## src/rtl/div_pkg.sv

```systemverilog
// Shared types and helpers for the sequential signed restoring divider.
package div_pkg;

    localparam int unsigned DefaultWidth = 5;
    localparam int unsigned MagWidth     = 32;

    typedef enum logic [2:0] {
        StIdle  = 3'd0,
        StLoadD = 3'd1,
        StCalc  = 3'd2,
        StFix   = 3'd3,
        StDone  = 3'd4
    } state_e;

    // Conditional two's-complement negate; callers zero-extend a narrower value and keep the
    // low bits, which gives |x| for a negative operand (most-negative maps to 2^(W-1)).
    function automatic logic [MagWidth-1:0] twos_mag(input logic [MagWidth-1:0] value,
                                                     input logic                neg);
        return neg ? ({MagWidth{1'b0}} - value) : value;
    endfunction

endpackage

```

## src/rtl/seq_divider_if.sv

```systemverilog
// Operand-load / result bundle of the sequential divider.
interface seq_divider_if #(
    parameter int unsigned W = div_pkg::DefaultWidth
) ();
    logic         start;
    logic [W-1:0] data_in;
    logic [W-1:0] quotient;
    logic [W-1:0] remainder;
    logic         busy;
    logic         done;
    logic         div_by_zero;
    logic         overflow;

    modport master (
        output start, data_in,
        input  quotient, remainder, busy, done, div_by_zero, overflow
    );

    modport slave (
        input  start, data_in,
        output quotient, remainder, busy, done, div_by_zero, overflow
    );
endinterface

```

## src/rtl/div_controller.sv

```systemverilog
// Divider sequencing FSM: IDLE -> LOAD_D -> CALC (W steps) -> FIX -> DONE -> IDLE.
module div_controller
    import div_pkg::*;
(
    input  logic clk,
    input  logic rst_n,
    input  logic start_i,
    input  logic a_neg_i,
    input  logic count_zero_i,
    output logic load_dvd_o,
    output logic load_dvs_o,
    output logic shift_o,
    output logic restore_o,
    output logic dec_o,
    output logic fix_o,
    output logic busy_o,
    output logic done_o
);
    state_e state_q, state_d;
    logic   busy_q, busy_d;
    logic   done_q, done_d;

    always_comb begin
        state_d    = state_q;
        busy_d     = busy_q;
        done_d     = 1'b0;
        load_dvd_o = 1'b0;
        load_dvs_o = 1'b0;
        shift_o    = 1'b0;
        restore_o  = 1'b0;
        dec_o      = 1'b0;
        fix_o      = 1'b0;

        case (state_q)
            StIdle: begin
                if (start_i) begin
                    load_dvd_o = 1'b1;
                    busy_d     = 1'b1;
                    state_d    = StLoadD;
                end
            end
            StLoadD: begin
                load_dvs_o = 1'b1;
                state_d    = StCalc;
            end
            StCalc: begin
                shift_o   = 1'b1;
                restore_o = a_neg_i;
                dec_o     = 1'b1;
                if (count_zero_i) begin
                    state_d = StFix;
                end
            end
            StFix: begin
                fix_o   = 1'b1;
                busy_d  = 1'b0;
                done_d  = 1'b1;
                state_d = StDone;
            end
            StDone: begin
                state_d = StIdle;
            end
            default: begin
                busy_d  = 1'b0;
                state_d = StIdle;
            end
        endcase
    end

    always_ff @(posedge clk or negedge rst_n) begin
        if (!rst_n) begin
            state_q <= StIdle;
            busy_q  <= 1'b0;
            done_q  <= 1'b0;
        end else begin
            state_q <= state_d;
            busy_q  <= busy_d;
            done_q  <= done_d;
        end
    end

    assign busy_o = busy_q;
    assign done_o = done_q;

endmodule

```

## src/rtl/div_datapath.sv

```systemverilog
// A/Q/M restoring-division datapath: operand capture, one iteration per step, sign fix-up.
module div_datapath
    import div_pkg::*;
#(
    parameter int unsigned W = DefaultWidth
) (
    input  logic         clk,
    input  logic         rst_n,
    input  logic [W-1:0] data_in_i,
    input  logic         load_dvd_i,
    input  logic         load_dvs_i,
    input  logic         shift_i,
    input  logic         restore_i,
    input  logic         dec_i,
    input  logic         fix_i,
    output logic         a_neg_o,
    output logic         count_zero_o,
    output logic [W-1:0] quotient_o,
    output logic [W-1:0] remainder_o,
    output logic         div_by_zero_o,
    output logic         overflow_o
);
    localparam int unsigned CntW = $clog2(W + 1);

    logic [W:0]      a_q, a_d;
    logic [W-1:0]    q_q, q_d;
    logic [W-1:0]    m_q, m_d;
    logic [W-1:0]    dvd_q, dvd_d;
    logic [CntW-1:0] cnt_q, cnt_d;
    logic            sgn_dvd_q, sgn_dvd_d;
    logic            sgn_dvs_q, sgn_dvs_d;
    logic            dz_q, dz_d;
    logic [W-1:0]    quo_q, quo_d;
    logic [W-1:0]    rem_q, rem_d;
    logic            dbz_q, dbz_d;
    logic            ovf_q, ovf_d;

    logic [W:0]          a_shift;
    logic [W:0]          a_trial;
    logic [MagWidth-1:0] in_mag;
    logic [MagWidth-1:0] q_signed;
    logic [MagWidth-1:0] r_signed;
    logic                q_neg;
    logic                unused_bits;

    assign a_shift = {a_q[W-1:0], q_q[W-1]};
    assign a_trial = a_shift - {1'b0, m_q};
    assign a_neg_o = a_trial[W];

    // High on the step that takes the iteration count to zero.
    assign count_zero_o = (cnt_q == CntW'(1));

    assign q_neg    = sgn_dvd_q ^ sgn_dvs_q;
    assign in_mag   = twos_mag(MagWidth'(data_in_i), data_in_i[W-1]);
    assign q_signed = twos_mag(MagWidth'(q_q), q_neg);
    assign r_signed = twos_mag(MagWidth'(a_q[W-1:0]), sgn_dvd_q);

    // A never goes negative after restore, so its top bit is only a borrow guard.
    assign unused_bits = ^{in_mag[MagWidth-1:W], q_signed[MagWidth-1:W],
                           r_signed[MagWidth-1:W], a_q[W]};

    always_comb begin
        a_d       = a_q;
        q_d       = q_q;
        m_d       = m_q;
        dvd_d     = dvd_q;
        cnt_d     = cnt_q;
        sgn_dvd_d = sgn_dvd_q;
        sgn_dvs_d = sgn_dvs_q;
        dz_d      = dz_q;
        quo_d     = quo_q;
        rem_d     = rem_q;
        dbz_d     = dbz_q;
        ovf_d     = ovf_q;

        if (load_dvd_i) begin
            dvd_d     = data_in_i;
            sgn_dvd_d = data_in_i[W-1];
            q_d       = in_mag[W-1:0];
            a_d       = '0;
            dz_d      = 1'b0;
        end

        if (load_dvs_i) begin
            sgn_dvs_d = data_in_i[W-1];
            m_d       = in_mag[W-1:0];
            cnt_d     = CntW'(W);
            dz_d      = (data_in_i == '0);
        end

        if (shift_i) begin
            // Restoring simply discards the trial difference.
            a_d = restore_i ? a_shift : a_trial;
            q_d = {q_q[W-2:0], ~restore_i};
        end

        if (dec_i) begin
            cnt_d = cnt_q - CntW'(1);
        end

        if (fix_i) begin
            if (dz_q) begin
                quo_d = '1;
                rem_d = dvd_q;
                dbz_d = 1'b1;
                ovf_d = 1'b0;
            end else begin
                quo_d = q_signed[W-1:0];
                rem_d = r_signed[W-1:0];
                dbz_d = 1'b0;
                ovf_d = (q_q == {1'b1, {(W-1){1'b0}}}) && !q_neg;
            end
        end
    end

    always_ff @(posedge clk or negedge rst_n) begin
        if (!rst_n) begin
            a_q       <= '0;
            q_q       <= '0;
            m_q       <= '0;
            dvd_q     <= '0;
            cnt_q     <= '0;
            sgn_dvd_q <= 1'b0;
            sgn_dvs_q <= 1'b0;
            dz_q      <= 1'b0;
            quo_q     <= '0;
            rem_q     <= '0;
            dbz_q     <= 1'b0;
            ovf_q     <= 1'b0;
        end else begin
            a_q       <= a_d;
            q_q       <= q_d;
            m_q       <= m_d;
            dvd_q     <= dvd_d;
            cnt_q     <= cnt_d;
            sgn_dvd_q <= sgn_dvd_d;
            sgn_dvs_q <= sgn_dvs_d;
            dz_q      <= dz_d;
            quo_q     <= quo_d;
            rem_q     <= rem_d;
            dbz_q     <= dbz_d;
            ovf_q     <= ovf_d;
        end
    end

    assign quotient_o    = quo_q;
    assign remainder_o   = rem_q;
    assign div_by_zero_o = dbz_q;
    assign overflow_o    = ovf_q;

endmodule

```

## src/rtl/seq_divider.sv

```systemverilog
// Sequential signed restoring divider: serial operand load, one quotient bit per clock.
module seq_divider
    import div_pkg::*;
#(
    parameter int unsigned W = DefaultWidth
) (
    input logic          clk,
    input logic          rst_n,
    seq_divider_if.slave bus
);
    logic load_dvd;
    logic load_dvs;
    logic shift;
    logic restore;
    logic dec;
    logic fix;
    logic a_neg;
    logic count_zero;

    div_controller u_ctrl (
        .clk          (clk),
        .rst_n        (rst_n),
        .start_i      (bus.start),
        .a_neg_i      (a_neg),
        .count_zero_i (count_zero),
        .load_dvd_o   (load_dvd),
        .load_dvs_o   (load_dvs),
        .shift_o      (shift),
        .restore_o    (restore),
        .dec_o        (dec),
        .fix_o        (fix),
        .busy_o       (bus.busy),
        .done_o       (bus.done)
    );

    div_datapath #(
        .W (W)
    ) u_dp (
        .clk           (clk),
        .rst_n         (rst_n),
        .data_in_i     (bus.data_in),
        .load_dvd_i    (load_dvd),
        .load_dvs_i    (load_dvs),
        .shift_i       (shift),
        .restore_i     (restore),
        .dec_i         (dec),
        .fix_i         (fix),
        .a_neg_o       (a_neg),
        .count_zero_o  (count_zero),
        .quotient_o    (bus.quotient),
        .remainder_o   (bus.remainder),
        .div_by_zero_o (bus.div_by_zero),
        .overflow_o    (bus.overflow)
    );

endmodule
```

## src/flat_wrapper.sv

```systemverilog
// flat-port wrapper written by rule: the top's interface ports become plain ports
module seq_divider_flat import div_pkg::*;
#(
    parameter int unsigned W = DefaultWidth
)
  (clk, rst_n, bus_start, bus_data_in, bus_quotient, bus_remainder, bus_busy, bus_done, bus_div_by_zero, bus_overflow);
  seq_divider_if #(.W(W)) bus_i ();
  input logic clk;
  input logic rst_n;
  input wire logic [$bits(bus_i.start)-1:0] bus_start;
  input wire logic [$bits(bus_i.data_in)-1:0] bus_data_in;
  output wire logic [$bits(bus_i.quotient)-1:0] bus_quotient;
  output wire logic [$bits(bus_i.remainder)-1:0] bus_remainder;
  output wire logic [$bits(bus_i.busy)-1:0] bus_busy;
  output wire logic [$bits(bus_i.done)-1:0] bus_done;
  output wire logic [$bits(bus_i.div_by_zero)-1:0] bus_div_by_zero;
  output wire logic [$bits(bus_i.overflow)-1:0] bus_overflow;
  assign bus_i.start = bus_start;
  assign bus_i.data_in = bus_data_in;
  assign bus_quotient = bus_i.quotient;
  assign bus_remainder = bus_i.remainder;
  assign bus_busy = bus_i.busy;
  assign bus_done = bus_i.done;
  assign bus_div_by_zero = bus_i.div_by_zero;
  assign bus_overflow = bus_i.overflow;
  seq_divider #(.W(W)) u_core (.clk(clk), .rst_n(rst_n), .bus(bus_i));
endmodule
```

## config.mk

```make
export PLATFORM = sky130hd
export DESIGN_NAME = seq_divider_flat
export DESIGN_NICKNAME = d
export VERILOG_FILES = /design/src/rtl/div_pkg.sv /design/src/rtl/seq_divider_if.sv /design/src/rtl/div_controller.sv /design/src/rtl/div_datapath.sv /design/src/rtl/seq_divider.sv /design/src/flat_wrapper.sv
export SDC_FILE = /design/constraint.sdc
export NUM_CORES = 1
export LEC_CHECK = 0
export CAP_MARGIN = 0
export CORE_MARGIN = 4
export CORE_UTILIZATION = 40
export CTS_BUF_LIST = sky130_fd_sc_hd__clkbuf_8
export CTS_CLUSTER_DIAMETER = 40
export DETAILED_ROUTE_END_ITERATION = 16
export PLACE_DENSITY_LB_ADDON = 0.08
export SLEW_MARGIN = 30
export SYNTH_ARGS = -nofsm -noshare
export SYNTH_HDL_FRONTEND = slang
export SYNTH_SLANG_ARGS = --single-unit
```

## constraint.sdc

```tcl
create_clock -name clk -period 5.1 [get_ports clk]
set_clock_uncertainty 0.05 [all_clocks]
set_input_delay 0.51 -clock clk [delete_from_list [all_inputs] [get_ports clk]]
set_output_delay 0.51 -clock clk [all_outputs]
set_load 0.02 [all_outputs]
```

==> metrics, run 1 <==
critical path class=reg -> reg; # setup viols final=0; via count=about 1800; die extent in x=about 85 microns; Final Cycle Share=44.2%; Max-slew headroom=42.8%; Gate power share=around half; power density over the cells=roughly 660 nW/um^2; Sink Count=42; CTS Buffer Depth=2; initial antenna violation count=0; # resized after CTS=0; crit path capture type=flip-flop; Initial Util=between 40 and 50%; Synth cell types=43; sequential share of the synthesized area=roughly 44%; Leak=0.00120 uW; Overflow after GRT=0; # rows=27; cell area after synthesis=2370 sq um; Placer Congestion=~0.8; I/O pin cnt=22; Peak VDD IR=approximately 0.00038 V; crit path max fanout=6; die area=7210 sq um; vias in the first global route=1759; P_int=1030 uW; setup bufs post-CTS=0; hold buffers post-CTS=0; Worst EP required=5.23 ns; DR pass1 iterations=4; RSZ-0062 raised after global routing=no; final setup TNS=0 ns; async set-reset flop share out of synthesis=100%; prevailing post-synth register cell=dfrtp_1; total clock buffers created by CTS=5; Clock Latency Late Sink=around 0.28 ns; GRT Total Usage=14.8%; clock power share=14.1%; Post-Syn Instances=roughly 240; Reg2Reg Depth=5; wire per inst=~15 microns; EDFF count, synth=0; status=finished, final reports clean; final worst slack=roughly 2.8 ns; Initial DRC Count=67; DRC viols=0; Post-Layout Cell Count=333; clk slew on worst S/H paths=0.08 ns; fin. max-slew vios=0; first-pass GRT wire length=8.74 mm; Synth Net Count=264; switch share=42.5%; Slew @ Worst Pin=0.855 ns; dpl hpwl=3.67 mm; placed instance count=325; core area=5610 sq um; Total Wirelength=5.01 mm; minimum hold slack=0.152 ns; Die Y-Extent=84.9 microns; Syn-to-layout area delta=15.0%; Sw Pwr=761 uW; Syn Area/Cell=about 9.7 sq um; largest net degree at the start of global routing=43; pre-CTS setup slack=2.87 ns; Worst setup SP type=flip-flop; fillers=558; PortBufs=21; Root Buffer=clkbuf_8; htree depth=2; hold crit path type=in -> async; Max-Cap Viols=0; layout cells sized above 1=9.96%; Min Clock Period, post-route=2.25 ns; final hold violations=0; mean number of vias per cell=5.36; Ant. Diodes=0; yosys warns=0; sequential share of power=34.0%; fin nets=between 200 and 300; Fmax=0.444 GHz; Worst Path Arrival=around 2.4 ns; synthesized flop and latch total=42; antenna-violating nets left=0; CTS tree=built
## worst paths after layout
path | startpoint | end | slack, ns
worst min register to register | u_core.u_dp.remainder_o[3]$_DFFE_PN0P_ | u_core.u_dp.remainder_o[3]$_DFFE_PN0P_ | 0.44
worst min-delay path | rst_n | u_core.u_ctrl.state_q[1]$_DFFE_PN0P_ | 0.15
max in group asynchronous | rst_n | u_core.u_dp.dvd_q[4]$_DFFE_PN0P_ | 4.47
worst max register to register | u_core.u_dp.a_q[2]$_DFFE_PN0P_ | u_core.u_dp.a_q[2]$_DFFE_PN0P_ | 2.85
min in group clk | u_core.u_dp.remainder_o[3]$_DFFE_PN0P_ | u_core.u_dp.remainder_o[3]$_DFFE_PN0P_ | 0.44
worst max-delay path | u_core.u_dp.a_q[2]$_DFFE_PN0P_ | u_core.u_dp.a_q[2]$_DFFE_PN0P_ | 2.85
## synth_stat cells, types with 2 or more instances
master / count / area (sq um)
dfrtp_1: 42 / 1050
mux2_2: 6 / 67.6
mux2i_1: 5 / 50.1
and3_1: 3 / 18.8
xor2_1: 3 / 26.3
a21oi_1: 13 / 65.1
o31ai_1: 2 / 15.0
nand3b_1: 2 / 15.0
nor2b_1: 6 / 37.5
a21o_1: 2 / 15.0
nor2_1: 20 / 75.1
o21ai_0: 14 / 70.1
xnor2_1: 7 / 61.3
ha_1: 11 / 138
buf_2: 3 / 15.0
o2111ai_1: 6 / 52.6
nand3_1: 2 / 10.0
o311ai_2: 5 / 81.3
nor3b_1: 3 / 22.5
a31o_2: 3 / 26.3
a31oi_1: 2 / 12.5
nor3_1: 4 / 20.0
nand2_1: 26 / 97.6
inv_1: 17 / 63.8
o22ai_1: 8 / 50.1
nand2b_1: 4 / 25.0
clkbuf_1: 9 / 33.8
## sequential cells by signal, indices dropped and copies added (netlist names)
name,count
u_core.u_ctrl.busy_o,1
u_core.u_ctrl.done_o,1
u_core.u_ctrl.state_q,3
u_core.u_dp.a_q,5
u_core.u_dp.cnt_q,3
u_core.u_dp.div_by_zero_o,1
u_core.u_dp.dvd_q,5
u_core.u_dp.dz_q,1
u_core.u_dp.m_q,5
u_core.u_dp.overflow_o,1
u_core.u_dp.q_q,5
u_core.u_dp.quotient_o,5
u_core.u_dp.remainder_o,5
u_core.u_dp.sgn_dvs_q,1
## per-stage QoR
| stage | utilization (%) | power (uW) | instance area [sq um] |
|---|---|---|---|
| 6_report | 48.5 | 1790 | 2720 |
| 5_1_grt | 48.5 | 1960 | 2720 |
| 4_1_cts | 48.5 | 1820 | 2720 |
| 3_5_place_dp | 46.6 | 1550 | 2620 |
| 3_3_place_gp | 46.6 | 1550 | 2610 |
| 2_1_floorplan | - | 1300 | 2370 |
## placed cells by master, fill, tap and decap left out, types with 2 or more instances in the layout
| master | n |
|---|---|
| dfrtp_1 | 42 |
| nand2_1 | 26 |
| nor2_1 | 20 |
| clkdlybuf4s50_1 | 20 |
| inv_1 | 19 |
| o21ai_0 | 14 |
| a21oi_1 | 13 |
| ha_1 | 11 |
| o22ai_1 | 8 |
| xnor2_1 | 7 |
| mux2_2 | 6 |
| nor2b_1 | 6 |
| o2111ai_1 | 6 |
| mux2i_1 | 5 |
| o311ai_2 | 5 |
| clkbuf_8 | 5 |
| nor3_1 | 4 |
| nand2b_1 | 4 |
| nor3b_1 | 3 |
| and3_1 | 3 |
| xor2_1 | 3 |
| a31o_2 | 3 |
| nand3b_1 | 2 |
| nand3_1 | 2 |
| a31oi_1 | 2 |
| o31ai_1 | 2 |
| a21o_1 | 2 |
## power by group through the flow
stage | Sequential [uW] | Clock (uW) | Combinational [uW]
6_report | 609 | 253 | 930
5_1_grt | 632 | 280 | 1050
4_1_cts | 610 | 265 | 940
3_5_place_dp | 618 | 0 | 934
3_3_place_gp | 616 | 0 | 931
2_1_floorplan | 615 | 0 | 683
## area by class of cell
cell class / count / area, sq um / share of cell area (%)
tap: 72 / 90.1 / 3.31
sequential: 42 / 1050 / 38.6
timing repair buffer: 21 / 208 / 7.63
clock buffer: 5 / 68.8 / 2.53
inverter: 18 / 67.6 / 2.48
multi-input combinational: 172 / 1200 / 44.0
clock inverter: 3 / 37.5 / 1.38
## worst max-delay path, stage by stage (launching register included)
cell and delay [ns]:
dfrtp_1 0.47, ha_1 0.40, a21o_1 0.20, or3_1 0.42, o211a_4 0.32, o311ai_2 0.28
## cells by family after synthesis
kind of cell | share of synthesized area [%]
compound gates | 20.2
buf+inv | 4.92
xor+xnor | 3.70
flops | 44.4
fa+ha+maj | 6.66
mux | 4.97
simple gates | 15.1
## metal layers
metal,vias to the layer above,routed length (microns),global-route usage [%]
li1,898,-,-
met1,861,2550,22.1
met2,21,2290,22.2
met3,5,123,2.91
met4,0,45,3.45
met5,-,0,0
No activity file was read; power rests on OpenSTA's default activity.
==> inputs of run 2 (changes only) <==
==> constraint.sdc (replaced) <==
create_clock -name clk -period 1.9 [get_ports clk]
set_clock_uncertainty 0.05 [all_clocks]
set_input_delay 0.19 -clock clk [delete_from_list [all_inputs] [get_ports clk]]
set_output_delay 0.19 -clock clk [all_outputs]
set_load 0.02 [all_outputs]
==> run 2 against run 1 <==
Against the previous run:
- non-clock buffer count rose by 30
- count of clock-buffer cells in the layout stayed put
- sequential cell count unchanged
==> metrics, run 2 (synthesized netlist as in run 1, its figures left out) <==
status=finished, final reports clean (unchanged); Final Cycle Share=98.9% (was 44.2%); wire per inst=15.0 microns (about the same); Root Buffer=clkbuf_8 (unchanged); Syn-to-layout area delta=27.0% (was 15.0%); WL met1=2.57 mm (was 2.55 mm); Die Y-Extent=84.9 microns (unchanged); Slew @ Worst Pin=0.495 ns (was 0.855 ns); core area=5610 sq um (unchanged); CTS Buffer Depth=2 (unchanged); CTS tree=built (unchanged); power density over the cells=1740 nW/um^2 (was 658 nW/um^2); Min Clock Period, post-route=1.88 ns (was 2.25 ns); GRT Total Usage=15.9% (was 14.8%); total power=5230 uW (was 1790 uW); Sink Count=42 (unchanged); Worst Path Arrival=2.02 ns (was 2.38 ns); clock power share=10.2% (was 14.1%); sequential share of power=30.2% (was 34.0%); layout cells sized above 1=22.3% (was 9.96%); Critical Path Max Stage Delay=0.40 ns (was 0.47 ns); fin. max-slew vios=0 (unchanged); largest net degree at the start of global routing=24 (was 43); minimum hold slack=0.347 ns (was 0.152 ns); Worst EP required=2.04 ns (was 5.23 ns); PortBufs=21 (unchanged); Met2 Wirelength=2.63 mm (was 2.29 mm); Overflow after GRT=0 (unchanged); critical path class=reg -> reg (unchanged); mean number of vias per cell=5.26 (was 5.36); Core Util, Final=53.6% (was 48.5%); via count=1909 (was 1785); die area=7210 sq um (unchanged); final hold violations=0 (unchanged); Slowest cell on crit path=dfrtp_1 (unchanged); dpl hpwl=4.10 mm (was 3.67 mm); commonest non-fill, non-tap cell in the layout=dfrtp_1 (unchanged); clk slew on worst S/H paths=0.08 ns (about the same); Initial DRC Count=79 (was 67); die extent in x=84.9 microns (unchanged); first-pass GRT wire length=9.16 mm (was 8.74 mm); vias in the first global route=1873 (was 1759); Fmax=0.532 GHz (was 0.444 GHz); DRC viols=0 (unchanged); worst path cell trace=inv_2 > ha_4 > a21o_1 > or3_4 > o211a_4 > o311ai_2 (was ha_1 > a21o_1 > or3_1 > o211a_4 > o311ai_2); Top Layer Used=met4 (unchanged); I/O pin cnt=22 (unchanged); crit path capture type=flip-flop (unchanged); # rows=27 (unchanged); Gate power share=59.5% (was 51.9%); Initial Util=42.2% (unchanged); Total Wirelength=5.45 mm (was 5.01 mm); Placer Congestion=0.837 (was 0.816); hold crit path type=in -> async (unchanged); P_int=3010 uW (was 1030 uW); antenna-violating nets left=0 (unchanged); fin nets=310 (was 280); RSZ-0062 raised after global routing=yes (was no); commonest non-fill, non-tap cells in the layout=dfrtp_1 (40), buf_4 (28), nand2_1 (26) (was dfrtp_1 (42), nand2_1 (26), nor2_1 (20), clkdlybuf4s50_1 (20), inv_1 (19)); # setup viols final=0 (unchanged); Worst setup SP type=flip-flop (unchanged); Leak=0.00135 uW (was 0.00120 uW); crit path max fanout=6 (unchanged); Sw Pwr=2220 uW (was 761 uW); Max-Cap Viols=0 (unchanged); total clock buffers created by CTS=5 (unchanged); initial antenna violation count=0 (unchanged); switch share=42.5% (about the same); Ant. Diodes=0 (unchanged); Peak VDD IR=0.000695 V (was 0.000378 V); Clock Latency Late Sink=0.28 ns (about the same); DR pass1 iterations=4 (unchanged); htree depth=2 (unchanged); met3 wire len=212 microns (was 123 microns); Max-slew headroom=67.0% (was 42.8%)
-- run 2: power groups by stage --
stage	Clock, uW	Combinational (uW)	Sequential [uW]
finish	535	3120	1580
global route	607	3460	1640
CTS	552	2970	1570
detailed placement	0	2940	1590
global placement	0	2940	1580
floorplan	0	1860	1650
-- run 2: per-layer routing --
layer / vias up / global-route usage (%)
met4: 0 / 3.45
met5: - / 0
met1: 928 / 21.9
li1: 947 / -
met3: 4 / 3.20
met2: 30 / 25.9
-- run 2: final timing paths --
path | cells past startpoint | endpoint | slack, ns | from
setup / recovery | 6 | u_core.u_dp.a_q[3]$_DFFE_PN0P_ | 0.02 | u_core.u_dp.m_q[3]$_DFFE_PN0P_
max in group asynchronous | 3 | u_core.u_dp.a_q[0]$_DFFE_PN0P_ | 0.95 | rst_n
hold reg to reg | 2 | u_core.u_dp.remainder_o[2]$_DFFE_PN0P_ | 0.43 | u_core.u_dp.remainder_o[2]$_DFFE_PN0P_
min in group clk | 2 | u_core.u_dp.remainder_o[2]$_DFFE_PN0P_ | 0.43 | u_core.u_dp.remainder_o[2]$_DFFE_PN0P_
setup reg to reg | 6 | u_core.u_dp.a_q[3]$_DFFE_PN0P_ | 0.02 | u_core.u_dp.m_q[3]$_DFFE_PN0P_
hold / removal | 2 | u_core.u_dp.cnt_q[2]$_DFFE_PN0P_ | 0.35 | rst_n
-- run 2: cell type report --
class / instances / area, sq um
Clock inverter: 3 / 11.3
Multi-Input combinational cell: 172 / 1270
Fill cell: 552 / 2600
Tap cell: 72 / 90.1
Timing Repair Buffer: 51 / 445
Clock buffer: 5 / 68.8
Sequential cell: 42 / 1050
Inverter: 18 / 67.6
-- run 2: worst max-delay path: cells and delay by family (launching register included) --
kind | cells | cell delay, ns
AO/OA/AOI/OAI | 3 | 0.72
flip-flops | 1 | 0.40
AND/OR/NAND/NOR | 1 | 0.36
buffers and inverters | 1 | 0.07
adder cells (fa/ha/maj) | 1 | 0.20
-- run 2: per-stage QoR --
step / cell area, sq um / instances / setup TNS, ns / setup WS, ns
global route: 3010 / 363 / -0.129 / -0.0431
CTS: 2940 / 361 / 0 / 0.00241
detailed placement: 2840 / 352 / -0.00693 / -0.00693
global placement: 2840 / 352 / 0 / 0.0281
floorplan: 2380 / 244 / -0.0227 / -0.0103
finish: 3010 / 363 / 0 / 0.0209
-- run 2: what timing repair did --
item                                   CTS  global route
resized for setup                        1            11
pin swaps                                0             3
setup buffers                            0             2
endpoints found under the hold margin   19             0
hold buffers                             1             0
setup endpoints to repair                4             5
